==> config.mk <==
export PLATFORM = sky130hd
export DESIGN_NAME = node_xchg_multi
export DESIGN_NICKNAME = d
export VERILOG_FILES = /design/src/rtl/node_xchg_multi.sv
export SDC_FILE = /design/constraint.sdc
export NUM_CORES = 1
export LEC_CHECK = 0
export ABC_AREA = 0
export BUFFER_PORTS_ARGS = -buffer_cell sky130_fd_sc_hd__buf_2
export CAP_MARGIN = 20
export CORE_MARGIN = 4
export CORE_UTILIZATION = 60
export CTS_CLUSTER_SIZE = 14
export DETAILED_ROUTE_END_ITERATION = 16
export GPL_ROUTABILITY_DRIVEN = 0
export PLACE_DENSITY = 0.89
export SYNTH_ARGS = -nofsm -noshare
export SYNTH_HDL_FRONTEND = slang
export SYNTH_SLANG_ARGS = --single-unit
==> constraint.sdc <==
create_clock -name clk -period 13.1 [get_ports clk]
set_input_delay 2.62 -clock clk [delete_from_list [all_inputs] [get_ports clk]]
set_output_delay 2.62 -clock clk [all_outputs]
set_load 0.05 [all_outputs]
==> src/rtl/node_xchg_multi.sv <==
// Replica-exchange controller: holds per-channel tour totals, applies deltas, swaps with the neighbour node.
// Exchange takes 3 cycles after ex_start (busy 1-3, done on 3); no backpressure, deltas arriving while busy are dropped and flagged.
module node_xchg_multi #(
    parameter int NUM_CH = 2,
    parameter int ROT    = 1,
    parameter int DIS_W  = 24,
    parameter int LIM_W  = 16,
    parameter int BASE_W = 4,
    parameter int ID     = 0
) (
    input  logic                    clk,
    input  logic                    reset,
    input  logic [BASE_W-1:0]       base_id,
    input  logic                    is_first,
    input  logic                    is_last,
    input  logic                    distance_shift,
    input  logic [DIS_W-1:0]        shift_in_dis,
    output logic [DIS_W-1:0]        shift_out_dis,
    input  logic [NUM_CH-1:0]       dis_update,
    input  logic [NUM_CH*DIS_W-1:0] dis_delta,
    input  logic                    ex_start,
    input  logic                    ex_parity,
    input  logic [NUM_CH*LIM_W-1:0] accept_lim,
    input  logic [NUM_CH*DIS_W-1:0] prev_dis,
    input  logic [NUM_CH*DIS_W-1:0] folw_dis,
    output logic [NUM_CH*DIS_W-1:0] out_dis,
    input  logic [NUM_CH-1:0]       prev_exchange,
    output logic [NUM_CH-1:0]       out_exchange,
    output logic                    busy,
    output logic                    done,
    output logic                    err
);
    localparam int CW = (DIS_W + 1 > LIM_W) ? DIS_W + 1 : LIM_W;

    typedef enum logic [1:0] {IDLE, CMP, DEC, SWAP} state_t;
    state_t state_q, state_d;

    logic [BASE_W:0]   node_idx;
    logic              unused_base;
    logic              lower_now;
    logic              ex_go;
    logic              lower_q;
    logic              nopart_q;
    logic              err_q;
    logic [NUM_CH-1:0] xchg_q;
    logic [NUM_CH-1:0] acc_lo;
    logic [NUM_CH-1:0] acc_dec;
    logic [DIS_W-1:0]  tot_q    [NUM_CH];
    logic [DIS_W-1:0]  part_q   [NUM_CH];
    logic [DIS_W-1:0]  part_sel [NUM_CH];
    logic [DIS_W-1:0]  sum      [NUM_CH];

    assign node_idx    = {base_id, 1'(ID % 2)};
    assign unused_base = ^node_idx;
    assign lower_now   = (node_idx[0] == ex_parity);
    assign ex_go       = (state_q == IDLE) && ex_start && !distance_shift;

    for (genvar k = 0; k < NUM_CH; k++) begin : g_ch
        localparam int J = (NUM_CH == 1) ? 0 : (k + ROT) % NUM_CH;
        logic [DIS_W:0] diff;
        logic [DIS_W:0] mag;

        assign part_sel[k] = lower_q ? folw_dis[J*DIS_W +: DIS_W] : prev_dis[J*DIS_W +: DIS_W];
        assign diff        = {1'b0, tot_q[k]} - {1'b0, part_sel[k]};
        assign mag         = -diff;
        // d>0 always accepts; d<0 accepts only when |d| is under the limit; d==0 rejects
        assign acc_lo[k]   = (diff != '0) &&
                             (!diff[DIS_W] || (CW'(mag) < CW'(accept_lim[k*LIM_W +: LIM_W])));
        assign acc_dec[k]  = !nopart_q && (lower_q ? xchg_q[k] : prev_exchange[J]);
        assign sum[k]      = tot_q[k] + dis_delta[k*DIS_W +: DIS_W];
        assign out_dis[k*DIS_W +: DIS_W] = tot_q[k];
    end

    always_comb begin
        state_d = state_q;
        case (state_q)
            IDLE:    if (ex_start) state_d = CMP;
            CMP:     state_d = DEC;
            DEC:     state_d = SWAP;
            SWAP:    state_d = IDLE;
            default: state_d = IDLE;
        endcase
        if (distance_shift) state_d = IDLE;
    end

    always_ff @(posedge clk or posedge reset) begin
        if (reset) begin
            state_q  <= IDLE;
            lower_q  <= 1'b0;
            nopart_q <= 1'b0;
            xchg_q   <= '0;
            err_q    <= 1'b0;
            for (int k = 0; k < NUM_CH; k++) begin
                tot_q[k]  <= '0;
                part_q[k] <= '0;
            end
        end else begin
            state_q <= state_d;
            if (ex_go) begin
                lower_q  <= lower_now;
                nopart_q <= lower_now ? is_last : is_first;
            end
            xchg_q <= '0;
            if (distance_shift) begin
                tot_q[0] <= shift_in_dis;
                for (int k = 1; k < NUM_CH; k++) tot_q[k] <= tot_q[k-1];
            end else begin
                if (state_q == CMP) begin
                    for (int k = 0; k < NUM_CH; k++) part_q[k] <= part_sel[k];
                    if (lower_q && !nopart_q) xchg_q <= acc_lo;
                end
                // swapped totals land on entry to SWAP so they are visible alongside done
                for (int k = 0; k < NUM_CH; k++) begin
                    if (state_q == DEC && acc_dec[k])
                        tot_q[k] <= part_q[k];
                    else if (state_q == IDLE && dis_update[k])
                        tot_q[k] <= sum[k];
                end
                if (state_q != IDLE && |dis_update) err_q <= 1'b1;
            end
        end
    end

    assign shift_out_dis = tot_q[NUM_CH-1];
    assign out_exchange  = xchg_q;
    assign busy          = (state_q != IDLE);
    assign done          = (state_q == SWAP);
    assign err           = err_q;
endmodule

# Word level (Yosys, flattened, before mapping)
# Cells that the tools add are included.
classes:
  add_sub_neg: 6
  order_cmp: 2
  eq_ne: 4
  mux: 16
  bitwise_logic: 2
  n_reduce_logical: 27
op_table:
  columns: ["operator", "count"]
  rows:
  - ["2-to-1 mux 24 bit", 6]
  - ["< comparator 25 x 16 -> 1 bit", 2]
  - ["negator 25 bit", 2]
  - ["nonzero test 25 bit", 2]
  - ["subtractor 24 x 24 -> 25 bit", 2]
  - ["adder 24 bit", 2]
  - ["2-to-1 mux 48 bit", 1]
  - ["logical AND 1 bit", 12]
  - ["2-to-1 mux 2 bit", 5]
  - ["case mux 2 bit (4 select lines)", 1]
  - ["nonzero test 3 bit", 2]
  - ["== test 2 bit, second input constant", 2]
  - ["zero test 1 bit", 4]
  - ["AND reduction 2 bit", 2]
  - ["2-to-1 mux 1 bit", 3]
  - ["inequality test 3 bit, second input constant", 1]
  - ["== test 2 x 1 -> 1 bit, second input constant", 1]
  - ["zero test 2 bit", 1]
  - ["logical OR 1 bit", 2]
  - ["NOT 1 bit", 2]
  - ["nonzero test 2 bit", 1]
  - ["OR reduction 2 bit", 1]
totals:
  ff_bits: 103
  in_bits: 215
  out_inout_bits: 77
  word_cells: 66

# Depth between registers and ports, before layout
# Gate-level depths: netlist (run 1).
depth:
  ltp_word: 9
  depth_mapped: 24

# Worst setup path after synthesis (run 1)
# OpenSTA, ideal clock, no wires.
synth_path:
  path_kind: "input to register"
  startpoint: "input port folw_dis[0]"
  endpoint: "register xchg_q[1] (netlist: out_exchange[1])"
  setup_time_ps: 86
  arrival_ps: 7082
  slack_ps: 5932
  cell_stages: 22
  path_buffers: 0
  path_cell_list: "mux2_2 -> ha_1 -> fa_1 -> nor2b_1 -> o31a_1 -> nor2_1 -> or4_1 -> a32oi_1 -> nand2b_1 -> nor4_1 -> nor2b_1 -> xnor2_1 -> ha_1 -> and4_1 -> a21oi_1 -> nand2_1 -> o21a_1 -> o21a_1 -> o221ai_1 -> o2111ai_1 -> o41a_1 -> nor3_1"
synth_via:
  elab_chain_cells: 9
synth_rtl:
  columns: ["item", "line_no", "text"]
  rows:
  - ["start, declared", "25", "input logic [NUM_CH*DIS_W-1:0] folw_dis,"]
  - ["2-to-1 mux 24 bit *", "63", "assign part_sel[k] = lower_q ? folw_dis[J*DIS_W +: DIS_W] : prev_dis[J*DIS_W +: DIS_W];"]
  - ["subtractor 24 x 24 -> 25 bit *", "64", "assign diff = {1'b0, tot_q[k]} - {1'b0, part_sel[k]};"]
  - ["negator 25 bit", "65", "assign mag = -diff;"]
  - ["< comparator 25 x 16 -> 1 bit", "68", "(!diff[DIS_W] || (CW'(mag) < CW'(accept_lim[k*LIM_W +: LIM_W])));"]
  - ["logical OR 1 bit", "68", null]
  - ["logical AND 1 bit *", "67", "assign acc_lo[k] = (diff != '0) &&"]
  - ["2-to-1 mux 2 bit *", "110", "if (lower_q && !nopart_q) xchg_q <= acc_lo;"]
  - ["2-to-1 mux 2 bit *", "108", "if (state_q == CMP) begin"]
  - ["2-to-1 mux 2 bit *", "104", "if (distance_shift) begin"]
  - ["end signal, assigned", "110", null]
  - ["end, declared", "45", "logic [NUM_CH-1:0] xchg_q;"]
# Every way passes the cells marked *; elsewhere a longest branch is shown, timed or not.
# A chain may end at the register's enable or synchronous reset.

==> results.sh, run 1 <==
export IMPL_status="finished clean"
export IMPL_crit_chain="buf_2 > mux2_2 > ha_1 > fa_1 > nor2b_1 > o31a_1 > nor2_1 > or4_1 > a32oi_1 > nand2b_1 > nor4_1 > nor2b_1 > xnor2_1 > ha_1 > and4_1 > a21oi_1 > nand2_1 > o21a_1 > o21a_1 > o221ai_1 > o2111ai_1 > o41a_1 > nor3_1"
export IMPL_vias_per_cell=6.146
export IMPL_place_worst_setup_slack_ns=5.270
export IMPL_cp_required_ns=13.36
export IMPL_cts_tree="done"
export IMPL_worst_path_max_fanout=7
export IMPL_antenna_found_initial=2
export IMPL_cts_buffers_inserted=9
export IMPL_tns_ns=0
export IMPL_rsz0062_at_grt="false"
export IMPL_async_flop_share_pct=100.0
export IMPL_maxCapViolCount=0
export IMPL_root_buffer="clkbuf_16"
export IMPL_worstRegToRegCells=20
export IMPL_fin_crit_sh_pct=57.56
export IMPL_wl_um=33730
export IMPL_synth_enable_flop_cells=0
export IMPL_grt_use_total_pct=29.66
export IMPL_fmax_mhz=132.6
export IMPL_postRouteAntennaNets=0
export IMPL_initialDrtViolationCount=939
export IMPL_path_delay_family="simple AND/OR/NAND/NOR gates"
export IMPL_synth_nets=1817
export IMPL_setup_ws_ns=5.559
export IMPL_ys_seq_area_share_pct=22.28
export IMPL_clk_latency_ns=0.35
export IMPL_ys_seq_elements=103
export IMPL_cts_sinks=103
export IMPL_setup_viol=0
export IMPL_coreArea_um2=18830
export IMPL_num_rows=50
export IMPL_io_pins=292
export IMPL_numPortBuffers=287
export IMPL_end_kind="flop"
export IMPL_area_growth_pct=14.75
export IMPL_synth_area_um2=11570
export IMPL_cp_slowest_cell="or4_1"
export IMPL_ys_top_cells_by_count="168 x nand2_1, 157 x o21ai_0, 133 x ha_1"
export IMPL_drv_slew=0
export IMPL_grt_pass1_vias=11293
export IMPL_synth_area_leaders="dfrtp_1 22%, ha_1 14%, o21ai_0 6.8%"
export IMPL_cp_depth=23
export IMPL_grt_max_degree=59
export IMPL_die_height_um=146.9
export IMPL_post_cts_buffers=0
export IMPL_synth_cells=1465
export IMPL_grt_overflow=0
export IMPL_worstSetupPathType="primary input to flop"
export IMPL_min_path_cells=1
export IMPL_ctsHoldBuffers=0
export IMPL_fin_worst_skew_ns=0.01244
export IMPL_hpwl_um=27250
export IMPL_drive_above_1_share_pct=20.07
export IMPL_ys_warn_count=0
export IMPL_hp_class="flop to flop"
export IMPL_post_cts_resized=0
export IMPL_period_needed_ns=7.541
export IMPL_avgSynthCellArea_um2=7.897
export IMPL_route_vias_total=11991
export IMPL_synth_most_common_cell="nand2_1"
export IMPL_initial_core_util_pct=61.44
export IMPL_synth_ff_type="dfrtp_1"
export IMPL_final_util_pct=70.50
export IMPL_num_nets_final=2036
export IMPL_worst_pin_slew_ns=0.7703
export IMPL_drt_first_pass_iters=6
export IMPL_arrival_ns=7.80
export IMPL_maxSlewHeadroom_pct=48.46
export IMPL_critPathBufInv=1
export IMPL_cp_start_kind="primary input"
export IMPL_crit_path_max_incr_delay_ns=0.46
export IMPL_drc_errors=0
export IMPL_final_hold_violation_count=0
export IMPL_die_x_um=146.9
export IMPL_yosysTopAreaCell="dfrtp_1"
export IMPL_synth_top_cell_area_share_pct=22.28
export IMPL_hold_worst_slack_ns=0.4644
export IMPL_grt_pass1_wl_um=53480
export IMPL_wl_per_cell_um=17.29
export IMPL_fp_dieArea_um2=21570
export IMPL_clock_path_buffers=2
export IMPL_ys_types=83
export IMPL_clk_pin_slew_ns=0.07
export IMPL_cts_max_level=3
==> state kept, by name (all words and copies together) (netlist names) <==
signal	flops
out_dis	24
state_q	2
nopart_q	1
lower_q	1
shift_out_dis	24
err	1
part_q	48
out_exchange	2
==> kinds of logic (layout without fill, tap and decap cells) <==
kind of cell / after synthesis / in the layout / share of synthesized area (%)
AOI/OAI and AO/OA: 470 / 470 / 25.45
xor gates and xnor gates: 101 / 101 / 7.646
adders and majority gates: 137 / 137 / 15.08
buffers and inverters: 161 / 385 / 6.100
DFF: 103 / 103 / 22.28
muxes: 65 / 65 / 5.700
other: 0 / 2 / 0
and+or+nand+nor: 428 / 428 / 17.75
==> routing by layer <==
metal	GRT usage, %	wire, µm	vias to the layer above
met4	11.24	1121	0
met2	53.22	16330	609
met3	3.393	2843	93
met5	0	0	-
li1	-	-	5758
met1	36.51	13440	5531
==> cells in the final DEF, fill, tap and decap left out, types with 7 or more instances in the layout <==
cell type  count
nor2b_1       10
dfrtp_1      102
and2_1        11
buf_2        287
xnor2_1       66
o21a_1        24
or3_1         10
inv_1         71
mux2_2         7
o31ai_1       13
ha_1         133
nor2_1        86
a21oi_1      106
o21ai_0      157
xor2_1        35
nand2b_1      15
mux2i_1       58
nor3_1        37
a21o_1        33
o311ai_0       7
and3_1        15
nor4_1        10
a211oi_1      14
a31oi_1       11
clkbuf_16      9
buf_4          8
nand3_1       23
o211ai_1      24
nand2_1      167
==> path summary, 6_finish.rpt <==
path	from	end	slack, ns
max reg2reg	lower_q	out_exchange[0]	6.42
min in group asynchronous	reset	shift_out_dis[0]	2.34
min	err	err	0.46
max in group asynchronous	reset	lower_q	9.61
min reg2reg	err	err	0.46
max	folw_dis[0]	out_exchange[1]	5.56
==> final cells by class <==
type                       count  area [µm²]
timing repair buffer         296        1524
antenna                        2       5.005
multi-input combinational   1201        8297
tap                          260       325.3
inverter                      73       276.5
fill                        1470        5555
clock buffer                  12       236.5
sequential                   103        2579
clock inverter                 4       32.53
==> per-stage QoR <==
stage | instance area, µm² | instances
floorplan | 11570 | 1465
global placement | 12970 | 1932
detailed placement | 12970 | 1932
CTS | 13240 | 1948
global route | 13280 | 1951
finish | 13280 | 1951
Power of run 1 is left out: the tool's default activity adds up to more than one toggle a clock period on the data nets, which glitch-free logic cannot reach.
==> run 2, diff against run 1 <==
Settings changed: CORE_UTILIZATION 60 to 56, PLACE_DENSITY 0.89 to 0.84.
Clock period 13.1 ns to 7 ns, I/O delays scaled along.
==> results.sh, run 2 (synthesized netlist as in run 1, its figures left out) <==
export IMPL_vias_per_cell=6.051
export IMPL_n_antenna_cell=0
export IMPL_final_util_pct=65.56
export IMPL_path_delay_family="simple AND/OR/NAND/NOR gates"
export IMPL_arrival_ns=6.58
export IMPL_cp_start_kind="primary input"
export IMPL_postRouteAntennaNets=0
export IMPL_die_height_um=151.7
export IMPL_end_kind="flop"
export IMPL_critPathBufInv=1
export IMPL_ctsHoldBuffers=0
export IMPL_min_path_cells=1
export IMPL_drv_slew=0
export IMPL_reg2reg_to="out_exchange[1]"
export IMPL_hold_path_end="err"
export IMPL_wl_per_cell_um=17.38
export IMPL_place_worst_setup_slack_ns=0.3418
export IMPL_post_cts_resized=0
export IMPL_tns_ns=0
export IMPL_worstReg2RegStart="lower_q"
export IMPL_drive_above_1_share_pct=20.19
export IMPL_grt_use_total_pct=28.25
export IMPL_drc_errors=0
export IMPL_maxSlewHeadroom_pct=38.43
export IMPL_antenna_found_initial=0
export IMPL_area_growth_pct=15.04
export IMPL_clk_latency_ns=0.34
export IMPL_rsz0062_at_grt="false"
export IMPL_placed_cell_area_um2=13010
export IMPL_fmax_mhz=157.9
export IMPL_setup_viol=0
export IMPL_grt_pass1_wl_um=52870
export IMPL_io_pins=292
export IMPL_r2r_setup_slack_ns=1.02
export IMPL_die_x_um=151.7
export IMPL_crit_path_max_incr_delay_ns=0.49
export IMPL_setup_ws_ns=0.6672
export IMPL_largest_reg_flops=48
export IMPL_worstRegToRegCells=22
export IMPL_final_common_cell="buf_2"
export IMPL_fin_crit_sh_pct=90.47
export IMPL_worst_pin_slew_ns=0.9235
export IMPL_post_cts_buffers=0
export IMPL_cts_max_level=3
export IMPL_cts_sinks=103
export IMPL_cp_slowest_cell="or4_1"
export IMPL_min_from="err"
export IMPL_crit_chain="buf_2 > mux2_2 > ha_1 > fa_1 > nor2b_1 > o31a_1 > nor2_1 > or4_1 > a32oi_1 > nand2b_1 > nor4_1 > nor2b_1 > xnor2_1 > ha_1 > and4_1 > a21oi_1 > nand2_1 > o21a_1 > o21a_1 > o221ai_1 > o2111ai_1 > o41a_1 > nor3_1"
export IMPL_coreArea_um2=20300
export IMPL_hp_class="flop to flop"
export IMPL_hpwl_um=27420
export IMPL_worstSetupPathType="primary input to flop"
export IMPL_status="finished clean"
export IMPL_initialDrtViolationCount=1127
export IMPL_drt_first_pass_iters=6
export IMPL_maxCapViolCount=0
export IMPL_final_cell_mix="287 x buf_2, 167 x nand2_1, 157 x o21ai_0"
export IMPL_num_nets_final=2037
export IMPL_grt_pass1_vias=11093
export IMPL_cp_required_ns=7.25
export IMPL_numPortBuffers=287
export IMPL_cts_buffers_inserted=9
export IMPL_wl_um=34060
export IMPL_fin_worst_skew_ns=0.009602
export IMPL_num_rows=52
export IMPL_largest_register="part_q"
export IMPL_clk_pin_slew_ns=0.07
export IMPL_nFillCells=1725
export IMPL_period_needed_ns=6.333
export IMPL_root_buffer="clkbuf_16"
export IMPL_grt_overflow=0
export IMPL_final_hold_violation_count=0
export IMPL_fp_dieArea_um2=23020
export IMPL_final_area_um2=13310
export IMPL_cts_tree="done"
export IMPL_clock_path_buffers=2
export IMPL_initial_core_util_pct=56.99
export IMPL_grt_max_degree=62
export IMPL_route_vias_total=11853
export IMPL_worst_path_max_fanout=7
run 2: changes by cell type in the layout (fill, tap and decap cells not counted), sizes merged:
cell / change
clkbuf: -1
buf: +1
diode: -2
run 2: worst reg2reg max path, stage by stage (launching register included):
cell	delay, ns
dfrtp_2	0.59
buf_12	0.34
mux2i_1	0.39
ha_1	0.35
o21a_1	0.21
nor2_1	0.11
a21oi_1	0.10
or4_1	0.55
a32oi_1	0.26
nand2b_1	0.20
nor4_1	0.45
nor2b_1	0.21
xnor2_1	0.13
ha_1	0.26
and4_1	0.21
a21oi_1	0.14
nand2_1	0.06
o21a_1	0.21
o21a_1	0.18
o221ai_1	0.19
o2111ai_1	0.14
o41a_1	0.42
nor3_1	0.18
run 2: worst max path at each step:
stage	start	end	cells past startpoint
6_report	folw_dis[0]	out_exchange[1]	23
5_1_grt	folw_dis[0]	out_exchange[1]	23
4_1_cts	folw_dis[0]	out_exchange[1]	23
3_5_place_dp	folw_dis[24]	out_exchange[0]	20
3_3_place_gp	folw_dis[0]	out_exchange[1]	23
2_1_floorplan	folw_dis[0]	out_exchange[1]	22
run 2: layer usage:
layer	vias up	routed length (µm)	global-route usage, %
li1	5743	-	-
met1	5450	14120	36.85
met2	577	16210	49.64
met3	83	2716	2.528
met4	0	1018	8.850
met5	-	0	0
run 2: per-stage QoR:
step,cells,hold slack (ns)
6_report,1959,0.4665
5_1_grt,1959,0.4895
4_1_cts,1958,0.4673
3_5_place_dp,1943,0.4499
3_3_place_gp,1943,0.4489
2_1_floorplan,1465,0.4423
run 2: cell type report:
| class | instances | area, µm² | share of cell area [%] |
|---|---|---|---|
| Clock inverter | 4 | 32.53 | 0.2444 |
| Clock buffer | 11 | 242.7 | 1.824 |
| Timing Repair Buffer | 297 | 1544 | 11.60 |
| Multi-Input combinational cell | 1201 | 8297 | 62.34 |
| Sequential cell | 103 | 2579 | 19.38 |
| Tap cell | 270 | 337.8 | 2.538 |
| Inverter | 73 | 276.5 | 2.078 |
Power of run 2 is left out for the same reason.
